File: config.mk
export PLATFORM = sky130hd
export DESIGN_NAME = arc4_crack_range
export DESIGN_NICKNAME = d
export VERILOG_FILES = /design/src/rtl/arc4_crack_range.sv
export SDC_FILE = /design/constraint.sdc
export NUM_CORES = 1
export LEC_CHECK = 0
export ABC_CLOCK_PERIOD_IN_PS = 14600
export CORE_MARGIN = 2
export CORE_UTILIZATION = 60
export CTS_BUF_LIST = sky130_fd_sc_hd__clkbuf_8
export CTS_CLUSTER_SIZE = 25
export DETAILED_ROUTE_END_ITERATION = 6
export GPL_ROUTABILITY_DRIVEN = 0
export PLACE_DENSITY = 0.95
export SYNTH_ARGS = -nofsm -noshare
export SYNTH_HDL_FRONTEND = slang
export SYNTH_SLANG_ARGS = --single-unit
File: constraint.sdc
create_clock -name clk -period 14.6 [get_ports clk]
set_input_delay 2.92 -clock clk [delete_from_list [all_inputs] [get_ports clk]]
set_output_delay 2.92 -clock clk [all_outputs]
set_load 0.02 [all_outputs]
File: src/rtl/arc4_crack_range.sv
// arc4_crack_range: strided, bounded ARC4 key-search controller.
// Drives an external ARC4 core and its plaintext memory, and accepts the first
// candidate whose length-prefixed plaintext is non-empty and fully printable.
module arc4_crack_range #(
  parameter int unsigned KEY_W    = 24,
  parameter int unsigned KEY_STEP = 1,
  parameter logic [7:0]  CHAR_LO  = 8'h20,
  parameter logic [7:0]  CHAR_HI  = 8'h7E
) (
  input  logic             clk,
  input  logic             rst,
  input  logic             en,
  input  logic             abort,
  output logic             rdy,
  input  logic [KEY_W-1:0] start_key,
  input  logic [KEY_W-1:0] end_key,
  output logic [KEY_W-1:0] key,
  output logic             key_valid,
  output logic             exhausted,
  output logic [31:0]      keys_tried,
  output logic             a4_rst,
  output logic             a4_en,
  input  logic             a4_rdy,
  output logic             pt_sel,
  output logic [7:0]       pt_addr,
  input  logic [7:0]       pt_rddata,
  input  logic [7:0]       copy_pt_addr
);

  localparam int unsigned NK_W  = KEY_W + 1;
  localparam int unsigned CNT_W = 32;
  localparam logic [NK_W-1:0] STEP_EXT = NK_W'(KEY_STEP);

  typedef enum logic [3:0] {
    S_IDLE, S_LOAD, S_ARST, S_ASTART, S_ABUSY, S_AWAIT, S_RLEN,
    S_LWAIT, S_CHK, S_CWAIT, S_NEXT, S_FOUND, S_FAIL
  } state_t;

  state_t           r_state, w_state_n;
  logic [KEY_W-1:0] r_key, w_key_n;
  logic [KEY_W-1:0] r_start, w_start_n;
  logic [KEY_W-1:0] r_end, w_end_n;
  logic [CNT_W-1:0] r_tried, w_tried_n, w_tried_inc;
  logic [7:0]       r_len, w_len_n;
  logic [7:0]       r_idx, w_idx_n;
  logic [7:0]       r_pt_addr, w_pt_addr_n;
  logic             r_valid, w_valid_n;
  logic             r_exh, w_exh_n;
  logic             r_rdy, w_rdy_n;
  logic             r_a4_rst, w_a4_rst_n;
  logic             r_a4_en, w_a4_en_n;
  logic             r_pt_sel, w_pt_sel_n;
  logic [NK_W-1:0]  w_nk;
  logic             w_searching;
  logic             w_abort_hit;
  logic             w_byte_bad;

  // Next-state, datapath updates and next values of the registered outputs.
  always_comb begin
    w_state_n   = r_state;
    w_key_n     = r_key;
    w_start_n   = r_start;
    w_end_n     = r_end;
    w_tried_n   = r_tried;
    w_len_n     = r_len;
    w_idx_n     = r_idx;
    w_valid_n   = r_valid;
    w_exh_n     = r_exh;
    w_nk        = {1'b0, r_key} + STEP_EXT;
    w_tried_inc = (&r_tried) ? r_tried : r_tried + CNT_W'(1);
    w_searching = !(r_state inside {S_IDLE, S_FOUND, S_FAIL});
    w_abort_hit = abort && w_searching;
    w_byte_bad  = (pt_rddata < CHAR_LO) || (pt_rddata > CHAR_HI);

    case (r_state)
      S_IDLE, S_FOUND, S_FAIL: begin
        if (en) begin
          w_start_n = start_key;
          w_end_n   = end_key;
          w_key_n   = start_key;
          w_valid_n = 1'b0;
          w_exh_n   = 1'b0;
          w_tried_n = '0;
          w_state_n = S_LOAD;
        end
      end
      S_LOAD: begin
        if (r_start > r_end) begin
          w_exh_n   = 1'b1;
          w_state_n = S_FAIL;
        end else begin
          w_state_n = S_ARST;
        end
      end
      S_ARST:   w_state_n = S_ASTART;
      S_ASTART: w_state_n = S_ABUSY;
      S_ABUSY:  if (!a4_rdy) w_state_n = S_AWAIT;
      S_AWAIT:  if (a4_rdy) w_state_n = S_RLEN;
      S_RLEN:   w_state_n = S_LWAIT;
      S_LWAIT: begin
        w_len_n = pt_rddata;
        if (pt_rddata == 8'd0) begin
          w_state_n = S_NEXT;
        end else begin
          w_idx_n   = 8'd1;
          w_state_n = S_CHK;
        end
      end
      S_CHK:    w_state_n = S_CWAIT;
      S_CWAIT: begin
        if (w_byte_bad) begin
          w_state_n = S_NEXT;
        end else if (r_idx == r_len) begin
          w_tried_n = w_tried_inc;
          w_valid_n = 1'b1;
          w_state_n = S_FOUND;
        end else begin
          w_idx_n   = r_idx + 8'd1;
          w_state_n = S_CHK;
        end
      end
      S_NEXT: begin
        w_tried_n = w_tried_inc;
        // Stop at the inclusive end or on carry out of the key space.
        if ((w_nk > {1'b0, r_end}) || w_nk[NK_W-1]) begin
          w_exh_n   = 1'b1;
          w_state_n = S_FAIL;
        end else begin
          w_key_n   = w_nk[KEY_W-1:0];
          w_state_n = S_ARST;
        end
      end
      default: w_state_n = S_IDLE;
    endcase

    if (w_abort_hit) begin
      w_state_n = S_IDLE;
      w_valid_n = 1'b0;
      w_exh_n   = 1'b0;
      w_tried_n = r_tried;
      w_key_n   = r_key;
    end

    w_a4_rst_n  = (w_state_n == S_ARST) || w_abort_hit;
    w_a4_en_n   = (w_state_n == S_ASTART);
    w_rdy_n     = w_state_n inside {S_IDLE, S_FOUND, S_FAIL};
    w_pt_sel_n  = w_state_n inside {S_RLEN, S_LWAIT, S_CHK, S_CWAIT, S_FOUND};
    w_pt_addr_n = (w_state_n == S_CHK) ? w_idx_n : 8'd0;
  end

  // State and output registers.
  always_ff @(posedge clk or posedge rst) begin
    if (rst) begin
      r_state   <= S_IDLE;
      r_key     <= '0;
      r_start   <= '0;
      r_end     <= '0;
      r_tried   <= '0;
      r_len     <= '0;
      r_idx     <= '0;
      r_pt_addr <= '0;
      r_valid   <= 1'b0;
      r_exh     <= 1'b0;
      r_rdy     <= 1'b1;
      r_a4_rst  <= 1'b0;
      r_a4_en   <= 1'b0;
      r_pt_sel  <= 1'b0;
    end else begin
      r_state   <= w_state_n;
      r_key     <= w_key_n;
      r_start   <= w_start_n;
      r_end     <= w_end_n;
      r_tried   <= w_tried_n;
      r_len     <= w_len_n;
      r_idx     <= w_idx_n;
      r_pt_addr <= w_pt_addr_n;
      r_valid   <= w_valid_n;
      r_exh     <= w_exh_n;
      r_rdy     <= w_rdy_n;
      r_a4_rst  <= w_a4_rst_n;
      r_a4_en   <= w_a4_en_n;
      r_pt_sel  <= w_pt_sel_n;
    end
  end

  assign rdy        = r_rdy;
  assign key        = r_key;
  assign key_valid  = r_valid;
  assign exhausted  = r_exh;
  assign keys_tried = r_tried;
  assign a4_rst     = r_a4_rst;
  assign a4_en      = r_a4_en;
  assign pt_sel     = r_pt_sel;
  // Found-key readout lets the host walk the plaintext combinationally.
  assign pt_addr    = (r_state == S_FOUND) ? copy_pt_addr : r_pt_addr;

endmodule

; Yosys cells after proc, flatten, opt, wreduce, memory -nomap -nowiden
; Index checks and enable logic that the tools add are counted.
[word_totals]
register_bits = 138
in_bits = 69
out_inout_bits = 70
elab_cells = 107
[classes]
add_sub_neg = 3
order_cmp = 4
eq_ne = 30
n_mux = 33
n_bitwise = 1
reduce_logical = 22
[op_table]
columns = op, n
row1 = 32-bit 2-to-1 mux, 4
row2 = 32-bit one-hot mux with 3 select lines, 1
row3 = 24-bit 2-to-1 mux, 2
row4 = 24-bit one-hot mux with 2 select lines, 1
row5 = 4-bit one-hot mux with 11 select lines, 1
row6 = 8-bit 2-to-1 mux, 5
row7 = "4-bit equality test, second input constant", 9
row8 = "32-bit by 1-bit adder with 32-bit output, second input constant", 1
row9 = 32-bit AND reduction, 1
row10 = "24-bit by 1-bit adder with 25-bit output, second input constant", 1
row11 = 25-bit by 24-bit greater-than comparator with 1-bit output, 1
row12 = "4-bit by 3-bit equality test with 1-bit output, second input constant", 6
row13 = 24-bit greater-than comparator, 1
row14 = 4-bit 2-to-1 mux, 6
row15 = "4-bit by 2-bit equality test with 1-bit output, second input constant", 4
row16 = 8-bit one-hot mux with 2 select lines, 1
row17 = "3-bit inequality test, second input constant", 5
row18 = 4-bit AND reduction, 3
row19 = 3-bit nonzero test, 4
row20 = "8-bit by 1-bit adder with 8-bit output, second input constant", 1
row21 = 8-bit equality test, 1
row22 = "8-bit by 7-bit greater-than comparator with 1-bit output, second input constant", 1
row23 = 4-bit zero test, 2
row24 = 8-bit zero test, 1
row25 = other kinds (17), 30

; Depth between registers and ports, before layout
; Gate-level depths: netlist (run 1).
[depth]
depth_word = 8
ltp_mapped = 17

; Worst setup path before layout (run 1)
; OpenSTA, ideal clock, no wires.
[synth_path]
path_type = input-to-output
start = input port copy_pt_addr[0]
end = output port pt_addr[0]
arrival_ps = 3222
required_ps = 11680
setup_slack_ps = 8458
stages = 1
cell_sequence = mux2_2
[synth_via]
elab_chain_len = 1
[synth_rtl]
columns = item, line
row1 = "start, declared", 27  ; input logic [7:0] copy_pt_addr
row2 = 8-bit 2-to-1 mux, 195  ; assign pt_addr = (r_state == S_FOUND) ? copy_pt_addr : r_pt_addr;
row3 = "end, declared", 25  ; output logic [7:0] pt_addr,
; Every way passes these cells.

; Worst setup path after layout (run 1)
[layout_path]
start = input port copy_pt_addr[5]
end = output port pt_addr[5]
; The elaborated chain is that of the path after synthesis.

==> results of run 1 <==
logic make-up after synthesis:
logic type / Yosys count / share of synthesized area (%)
compound gates: 180 / 14.7
fa+ha+maj: 51 / 7.67
buf+inv: 70 / 3.66
mux: 25 / 3.27
simple gates: 405 / 24.0
flops: 138 / 41.5
xor+xnor: 49 / 5.16
cell usage in the layout, fill, tap and decap left out, drive strengths merged, types with 8 or more instances in the layout:
cell type and n:
nand2 168, clkdlybuf4s50 138, dfrtp 137, nor2 72, ha 51, o21ai 51
a21oi 40, nand3 35, inv 34, nand4 34, xnor2 32, clkbuf 24
and3 21, xor2 17, mux2 17, nor4 14, nor2b 13, o31ai 12
o22a 12, nor3 11, and2 9, mux2i 8, a31oi 8, o21a 8
per-layer routing:
metal	global-route usage (%)	routed length, µm	part of all wire (%)	vias up
met5	0	0	0	-
met4	11.4	615	2.9	0
met3	6.65	1650	7.8	83
met2	47.5	10100	48	399
met1	39.4	8870	42	3591
li1	-	-	-	3514
synth_stat cells, types with 9 or more instances:
master	number
sky130_fd_sc_hd__nor4_1	12
sky130_fd_sc_hd__inv_1	33
sky130_fd_sc_hd__o22a_1	12
sky130_fd_sc_hd__ha_1	51
sky130_fd_sc_hd__xor2_1	17
sky130_fd_sc_hd__nor3_1	10
sky130_fd_sc_hd__a21oi_1	39
sky130_fd_sc_hd__nor2_1	71
sky130_fd_sc_hd__mux2_2	16
sky130_fd_sc_hd__nand3_1	32
sky130_fd_sc_hd__and3_1	20
sky130_fd_sc_hd__o31ai_1	12
sky130_fd_sc_hd__nand2_1	166
sky130_fd_sc_hd__nor2b_1	13
sky130_fd_sc_hd__clkbuf_1	17
sky130_fd_sc_hd__dfrtp_1	137
sky130_fd_sc_hd__xnor2_1	32
sky130_fd_sc_hd__buf_2	13
sky130_fd_sc_hd__o21ai_0	47
sky130_fd_sc_hd__nand4_1	32
sky130_fd_sc_hd__and2_1	9
state kept, by name, indices dropped and copies added (netlist names):
name / flops
keys_tried: 32
key: 24
r_end: 24
r_start: 24
r_idx: 8
r_len: 8
r_pt_addr: 8
r_state: 4
a4_en: 1
a4_rst: 1
exhausted: 1
key_valid: 1
pt_sel: 1
rdy: 1
report_power, final:
part           total [mW]  internal (mW)  switching (mW)  leakage [nW]
sequential          0.630          0.507           0.124          1.77
combinational       0.886          0.374           0.512          2.44
clock               0.309          0.164           0.145         0.204
total                1.82           1.04           0.780          4.41
worst min-delay path by stage:
stage / start / to / slack, ns / cells past startpoint
floorplan: r_start[10] / r_start[10] / 0.45 / 2
finish: r_start[4] / r_start[4] / 0.49 / 2
detailed placement: r_start[9] / r_start[9] / 0.47 / 2
global route: r_start[16] / r_start[16] / 0.51 / 2
CTS: r_start[9] / r_start[9] / 0.49 / 2
global placement: r_start[13] / r_start[13] / 0.47 / 2
layout make-up:
type / instances / area, µm²
Fill cell: 983 / 3540
Clock inverter: 7 / 63.8
Multi-Input combinational cell: 710 / 4570
Clock buffer: 24 / 330
Inverter: 33 / 126
Tap cell: 180 / 225
Timing Repair Buffer: 141 / 1400
Sequential cell: 138 / 3450
per-stage QoR:
stage / setup slack, ns / hold WS (ns) / instance area, µm²
final: 7.54 / 0.491 / 10200
after detailed placement: 7.54 / 0.470 / 9780
after global routing: 7.52 / 0.512 / 10200
after global placement: 7.58 / 0.469 / 9780
after floorplan: 7.99 / 0.452 / 8320
after CTS: 7.53 / 0.491 / 10200
worst max-delay path, delay by kind of cell:
| kind | cells | cell delay (ns) |
|---|---|---|
| buf+inv | 2 | 0.96 |
| mux | 1 | 0.27 |
==> results_tabular.tex, run 1 <==
\begin{tabular}{lr}
\hline
Metric & Value \\
\hline
\multicolumn{2}{l}{\textbf{Run status}} \\
\quad Run status & finished, final reports clean \\
\multicolumn{2}{l}{\textbf{Final layout}} \\
\quad Post-route core utilization & 74.2\% \\
\quad Net count of the finished layout & 1161 \\
\quad Share of post-route cells with drive strength above 1 & 7.50\% \\
\quad Synthesis-to-layout area growth & 22.4\% \\
\quad Inserted Diodes & 0 \\
\quad Final cell count without fillers & 1233 \\
\multicolumn{2}{l}{\textbf{Floorplan}} \\
\quad Die extent in y & 122 µm \\
\quad Starting density of the core & 60.6\% \\
\quad Die area & 14800 µm² \\
\quad Width of the die & 122 µm \\
\quad Row Count & 43 \\
\quad Floorplan core area & 13700 µm² \\
\quad Number of top-level pins & 139 \\
\multicolumn{2}{l}{\textbf{STA}} \\
\quad Slew at the pin closest to its max-slew limit & 1.04 ns \\
\quad Achievable clock frequency & 142 MHz \\
\quad Total Negative Setup Slacks & 0 ns \\
\quad Final setup violating endpoints & 0 \\
\quad Part of the cycle the worst path needs & 48.4\% \\
\quad Headroom to the max-slew limit & 30.4\% \\
\quad Final critical path time including I/O delays and setup & 7.06 ns \\
\quad Clock Skews & 0.0146 ns \\
\quad Slew Limit Fails & 0 \\
\quad Final hold violation count & 0 \\
\quad Setup repair after global routing missed its margin & no \\
\multicolumn{2}{l}{\textbf{Yosys}} \\
\quad Register bit total from synthesis & 138 \\
\quad Most area-hungry cell type in the Yosys netlist & sky130\_fd\_sc\_hd\_\_dfrtp\_1 \\
\quad Number of warnings printed during yosys synthesis & 0 \\
\quad Synthesized instance count & 918 \\
\quad Sequential element share of the synthesized area & 41.5\% \\
\quad Mapped cell area & 8320 µm² \\
\quad EDFF count, synth & 0 \\
\quad Average footprint of a synthesized cell & 9.06 µm² \\
\quad Post-synth net total & 1038 \\
\quad Number of distinct standard cells referenced by the synthesized netlist & 82 \\
\quad Portion of synthesized cell area occupied by the leading cell type & 41.2\% \\
\quad Main flop type after synthesis & sky130\_fd\_sc\_hd\_\_dfrtp\_1 \\
\quad Synth async-reset ratio & 100\% \\
\quad Cells taking the most area after synthesis & sky130\_fd\_sc\_hd\_\_dfrtp\_1 41\%, sky130\_fd\_sc\_hd\_\_ha\_1 7.7\%, sky130\_fd\_sc\_hd\_\_nand2\_1 7.5\%, sky130\_fd\_sc\_hd\_\_xnor2\_1 3.4\%, sky130\_fd\_sc\_hd\_\_nor2\_1 3.2\% \\
\multicolumn{2}{l}{\textbf{Setup path}} \\
\quad Endpoint class of the critical path & output port \\
\quad Worst-case register-to-register setup slack & 9.80 ns \\
\quad Library cell appearing most often on the critical path & sky130\_fd\_sc\_hd\_\_clkdlybuf4s50\_1 \\
\quad Category of the worst setup path launch point & input pin \\
\quad Largest stage delay on the critical path & 0.56 ns \\
\quad Data required time of the critical path & 11.68 ns \\
\quad Category of the critical setup timing path & in -> out \\
\quad Critical Path Start & copy\_pt\_addr[5] \\
\quad Source of the worst register-to-register timing path & key[0] \\
\quad Worst reg-to-reg path cell count & 14 \\
\quad Capturing point of the worst reg2reg path & key[0] \\
\quad Endpoint arrival time on the critical path & 4.14 ns \\
\quad Critical path, cell by cell & clkdlybuf4s50\_1, mux2\_2, clkdlybuf4s50\_1 \\
\quad Worst Setup EP & pt\_addr[5] \\
\quad Cell with the largest stage delay on the worst path & sky130\_fd\_sc\_hd\_\_clkdlybuf4s50\_1 \\
\quad Critical path fanouts, max & 1 \\
\multicolumn{2}{l}{\textbf{Clock network}} \\
\quad Number of clock buffers inserted by TritonCTS & 17 \\
\quad CTS tree & yes \\
\quad Number of setup buffers added after CTS & 0 \\
\quad CTS resizes & 0 \\
\quad Clock latency at the later pin of the worst-skew pair & 0.47 ns \\
\quad CTS clk-pin slew, worst paths & 0.07 ns \\
\quad Clock Root Buffer & sky130\_fd\_sc\_hd\_\_clkbuf\_8 \\
\quad Count of H-tree levels built during CTS & 4 \\
\quad Hold-fix buffers at CTS & 0 \\
\quad Bufs on Longest Clock Path & 2 \\
\quad Clock sink count & 138 \\
\multicolumn{2}{l}{\textbf{Route}} \\
\quad Wire length per cell & 17.2 µm \\
\quad Post-DRT Antenna Nets & 0 \\
\quad Vias post-DR & 7587 \\
\quad TritonRoute pass-1 iters & 7 \\
\quad Via-per-instance ratio & 6.15 \\
\quad Total Routed Length & 21200 µm \\
\quad Residual DRC & 0 \\
\quad Violation count after the first detailed-route iteration & 880 \\
\multicolumn{2}{l}{\textbf{Power and ir drop}} \\
\quad Total power consumption of the routed design & 1.82 mW \\
\quad Leakage power figure & 4.41 nW \\
\quad Cell area power density & 179 nW/µm² \\
\quad Peak ir drop on the vdd network & 0.130 mV \\
\multicolumn{2}{l}{\textbf{Global routing}} \\
\quad Number of antenna violations at the first check in global routing & 0 \\
\quad Overall routing resource usage & 29.6\% \\
\quad Wire length of the first global-routing pass & 34600 µm \\
\quad Via count of the first global-routing pass & 7193 \\
\quad Overflow left after global routing & 0 \\
\quad Maximum number of pins on one net before global-route repair & 100 \\
\multicolumn{2}{l}{\textbf{Place}} \\
\quad Detailed Place HPWL & 14800 µm \\
\quad Placed cell count & 1202 \\
\quad Count of port buffers added during placement & 138 \\
\multicolumn{2}{l}{\textbf{Worst hold path}} \\
\quad Hold Crit Class & reg -> reg \\
\multicolumn{2}{l}{\textbf{Run}} \\
\quad Max-cap violation count & 0 \\
\hline
\end{tabular}
Power figures use the tool's default switching activity.
==> inputs of run 2 (changes only) <==
==> config.mk (replaced) <==
export PLATFORM = sky130hd
export DESIGN_NAME = arc4_crack_range
export DESIGN_NICKNAME = d
export VERILOG_FILES = /design/src/rtl/arc4_crack_range.sv
export SDC_FILE = /design/constraint.sdc
export NUM_CORES = 1
export LEC_CHECK = 0
export ABC_CLOCK_PERIOD_IN_PS = 6000
export CORE_MARGIN = 2
export CORE_UTILIZATION = 50
export CTS_BUF_LIST = sky130_fd_sc_hd__clkbuf_8
export CTS_CLUSTER_SIZE = 25
export DETAILED_ROUTE_END_ITERATION = 6
export GPL_ROUTABILITY_DRIVEN = 0
export PLACE_DENSITY = 0.86
export SYNTH_ARGS = -nofsm -noshare
export SYNTH_HDL_FRONTEND = slang
export SYNTH_SLANG_ARGS = --single-unit
==> constraint.sdc (replaced) <==
create_clock -name clk -period 6 [get_ports clk]
set_input_delay 1.2 -clock clk [delete_from_list [all_inputs] [get_ports clk]]
set_output_delay 1.2 -clock clk [all_outputs]
set_load 0.02 [all_outputs]
==> run 2 against run 1 <==
Against the previous run:
- clock skew decreased by 0.0054 ns
- combinational power up 140%
- design area increased by 1.0%
- global-route usage down 4.2 points
- clock power rose to 2.8 times the previous value
- count of clock-buffer cells in the layout shrank 4
- utilization down 12 points
- wire length rose by 2.8%
- register-to-register slack worse by 8.4 ns
- critical endpoint is now key[0]
- largest cell class unchanged
- highest routed layer unchanged
==> results_tabular.tex, run 2 (synthesis results as in run 1) <==
\begin{tabular}{lr}
\hline
Metric & Value \\
\hline
\multicolumn{2}{l}{\textbf{Route}} \\
\quad Wire length per cell & 17.1 µm (-0.48\%) \\
\quad Post-DRT Antenna Nets & 0 (unchanged) \\
\quad Vias post-DR & 7379 (-2.7\%) \\
\quad TritonRoute pass-1 iters & 5 (-2) \\
\quad Total Routed Length & 21800 µm (+2.8\%) \\
\quad Via-per-instance ratio & 5.79 (-5.9\%) \\
\quad Violation count after the first detailed-route iteration & 662 (-25\%) \\
\quad Residual DRC & 0 (unchanged) \\
\multicolumn{2}{l}{\textbf{Global routing}} \\
\quad Overall routing resource usage & 25.4\% (-4.2 points) \\
\quad Overflow left after global routing & 0 (unchanged) \\
\quad Maximum number of pins on one net before global-route repair & 101 (+1.0\%) \\
\quad Via count of the first global-routing pass & 7120 (-1.0\%) \\
\quad Wire length of the first global-routing pass & 35800 µm (+3.3\%) \\
\quad Number of antenna violations at the first check in global routing & 0 (unchanged) \\
\multicolumn{2}{l}{\textbf{Final layout}} \\
\quad Leading cell types in the layout, fill and taps excluded & 166 x sky130\_fd\_sc\_hd\_\_nand2\_1, 138 x sky130\_fd\_sc\_hd\_\_clkdlybuf4s50\_1, 137 x sky130\_fd\_sc\_hd\_\_dfrtp\_1 \\
\quad Area taken by multi-input logic gates & 4570 µm² (unchanged) \\
\quad Largest register FFs & 32 (unchanged) \\
\quad Net count of the finished layout & 1161 (unchanged) \\
\quad Synthesis-to-layout area growth & 23.6\% \\
\quad Inserted Diodes & 0 (unchanged) \\
\quad Flip-flop and latch area & 3450 µm² (unchanged) \\
\quad Most common cell after layout, fill and taps aside & sky130\_fd\_sc\_hd\_\_nand2\_1 \\
\quad Share of post-route cells with drive strength above 1 & 7.59\% (+0.088 points) \\
\quad Fill count & 1295 (+32\%) \\
\quad Post-route core utilization & 62.7\% (-12 points) \\
\multicolumn{2}{l}{\textbf{Setup path}} \\
\quad Endpoint arrival time on the critical path & 4.93 ns (+0.79 ns) \\
\quad Category of the worst setup path launch point & flip-flop \\
\quad Source of the worst register-to-register timing path & key[3] \\
\quad Capturing point of the worst reg2reg path & key[0] \\
\quad Category of the critical setup timing path & reg -> reg \\
\quad Critical path fanouts, max & 46 (+45) \\
\quad Data required time of the critical path & 6.35 ns (-5.33 ns) \\
\quad Worst reg-to-reg path cell count & 14 (unchanged) \\
\quad Endpoint class of the critical path & flip-flop \\
\quad Worst-case register-to-register setup slack & 1.43 ns (-8.37 ns) \\
\multicolumn{2}{l}{\textbf{Clock network}} \\
\quad Hold-fix buffers at CTS & 0 (unchanged) \\
\quad Clock sink count & 138 (unchanged) \\
\quad Number of setup buffers added after CTS & 0 (unchanged) \\
\quad Count of H-tree levels built during CTS & 4 (unchanged) \\
\quad CTS tree & yes \\
\quad CTS clk-pin slew, worst paths & 0.08 ns (about the same) \\
\quad Number of clock buffers inserted by TritonCTS & 17 (unchanged) \\
\quad Bufs on Longest Clock Path & 2 (unchanged) \\
\quad Clock Root Buffer & sky130\_fd\_sc\_hd\_\_clkbuf\_8 \\
\quad Clock latency at the later pin of the worst-skew pair & 0.46 ns (about the same) \\
\quad CTS resizes & 0 (unchanged) \\
\multicolumn{2}{l}{\textbf{Floorplan}} \\
\quad Die extent in y & 133 µm (+9.2\%) \\
\quad Row Count & 47 (+9.3\%) \\
\quad Starting density of the core & 50.7\% (-9.9 points) \\
\quad Number of top-level pins & 139 (unchanged) \\
\quad Width of the die & 133 µm (+9.2\%) \\
\quad Floorplan core area & 16400 µm² (+20\%) \\
\quad Die area & 17700 µm² (+19\%) \\
\multicolumn{2}{l}{\textbf{Run}} \\
\quad Max-cap violation count & 0 (unchanged) \\
\multicolumn{2}{l}{\textbf{Worst hold path}} \\
\quad Worst min-delay path endpoint & r\_start[16] \\
\quad Hold Crit Depth & 2 (unchanged) \\
\quad Launch point of the worst hold path & r\_start[16] \\
\quad Hold Crit Class & reg -> reg \\
\multicolumn{2}{l}{\textbf{STA}} \\
\quad Clock Skews & 0.00921 ns (-0.00538 ns) \\
\quad Part of the cycle the worst path needs & 76.2\% \\
\quad Slew at the pin closest to its max-slew limit & 1.05 ns (+0.00520 ns) \\
\quad Achievable clock frequency & 219 MHz \\
\quad Total Negative Setup Slacks & 0 ns (unchanged) \\
\quad Setup repair after global routing missed its margin & no \\
\quad Final setup violating endpoints & 0 (unchanged) \\
\quad Final critical path time including I/O delays and setup & 4.57 ns \\
\quad Headroom to the max-slew limit & 29.9\% (-0.51 points) \\
\quad Final hold violation count & 0 (unchanged) \\
\quad Slew Limit Fails & 0 (unchanged) \\
\multicolumn{2}{l}{\textbf{Power and ir drop}} \\
\quad Cell area power density & 443 nW/µm² (+150\%) \\
\quad Peak ir drop on the vdd network & 0.233 mV (+79\%) \\
\quad Leakage power figure & 4.43 nW (+0.50\%) \\
\multicolumn{2}{l}{\textbf{Run status}} \\
\quad Run status & finished, final reports clean \\
\multicolumn{2}{l}{\textbf{Place}} \\
\quad Detailed Place HPWL & 15500 µm (+4.5\%) \\
\quad Count of port buffers added during placement & 138 (unchanged) \\
\hline
\end{tabular}
-- run 2: routing by layer --
metal | share of wire, % | vias to the layer above | GRT usage (%) | wire length [µm]
li1 | - | 3518 | - | -
met1 | 45 | 3568 | 34.8 | 9770
met2 | 47 | 242 | 40.0 | 10200
met3 | 5.8 | 51 | 4.75 | 1270
met4 | 2.6 | 0 | 10.1 | 558
met5 | 0 | - | 0 | 0
-- run 2: how the worst max path moves through the flow --
stage / slack (ns) / end / startpoint / cells after the start
after floorplan: 1.11 / a4_en / rst / 1
after global placement: 1.76 / key[0] / key[3] / 14
after detailed placement: 1.64 / key[0] / key[3] / 14
after CTS: 1.56 / key[0] / key[3] / 14
after global routing: 1.0 / key[0] / key[3] / 14
final: 1.43 / key[0] / key[3] / 14
-- run 2: layout make-up --
| type | instances | area share, % |
|---|---|---|
| multi-input combinational | 710 | 44.5 |
| sequential | 138 | 33.6 |
| timing repair buffer | 141 | 13.7 |
| clock buffer | 20 | 2.68 |
| tap | 220 | 2.68 |
| clock inverter | 12 | 1.67 |
| inverter | 33 | 1.25 |
-- run 2: where the power goes --
group | internal [mW] | leakage (nW) | total (mW) | switching (mW)
clock network | 0.483 | 0.226 | 0.858 | 0.375
registers | 1.23 | 1.77 | 1.53 | 0.296
logic | 0.906 | 2.44 | 2.17 | 1.26
total | 2.62 | 4.43 | 4.56 | 1.93
-- run 2: through the flow --
stage / instances / total power, mW / hold WS [ns] / setup WS, ns / area (µm²)
5_1_grt: 1274 / 4.90 / 0.508 / 0.997 / 10300
2_1_floorplan: 918 / 2.98 / 0.452 / 1.11 / 8320
4_1_cts: 1274 / 4.55 / 0.494 / 1.56 / 10300
3_5_place_dp: 1242 / 3.66 / 0.472 / 1.64 / 9830
6_report: 1274 / 4.56 / 0.493 / 1.43 / 10300
3_3_place_gp: 1242 / 3.57 / 0.466 / 1.76 / 9830
-- run 2: critical path, cell delays in order, from the launching register on --
cell and delay [ns]:
sky130_fd_sc_hd__dfrtp_1 0.50, sky130_fd_sc_hd__nand4_1 0.17, sky130_fd_sc_hd__nor3_1 0.34, sky130_fd_sc_hd__nand2_1 0.20, sky130_fd_sc_hd__nor2_1 0.49, sky130_fd_sc_hd__nand3_1 0.23
sky130_fd_sc_hd__xnor2_1 0.18, sky130_fd_sc_hd__ha_1 0.28, sky130_fd_sc_hd__nand4_1 0.19, sky130_fd_sc_hd__o41ai_1 0.45, sky130_fd_sc_hd__a31o_2 0.20, sky130_fd_sc_hd__a211oi_2 0.12
sky130_fd_sc_hd__nor2_4 0.75, sky130_fd_sc_hd__nor3_1 0.09, sky130_fd_sc_hd__a221o_1 0.29
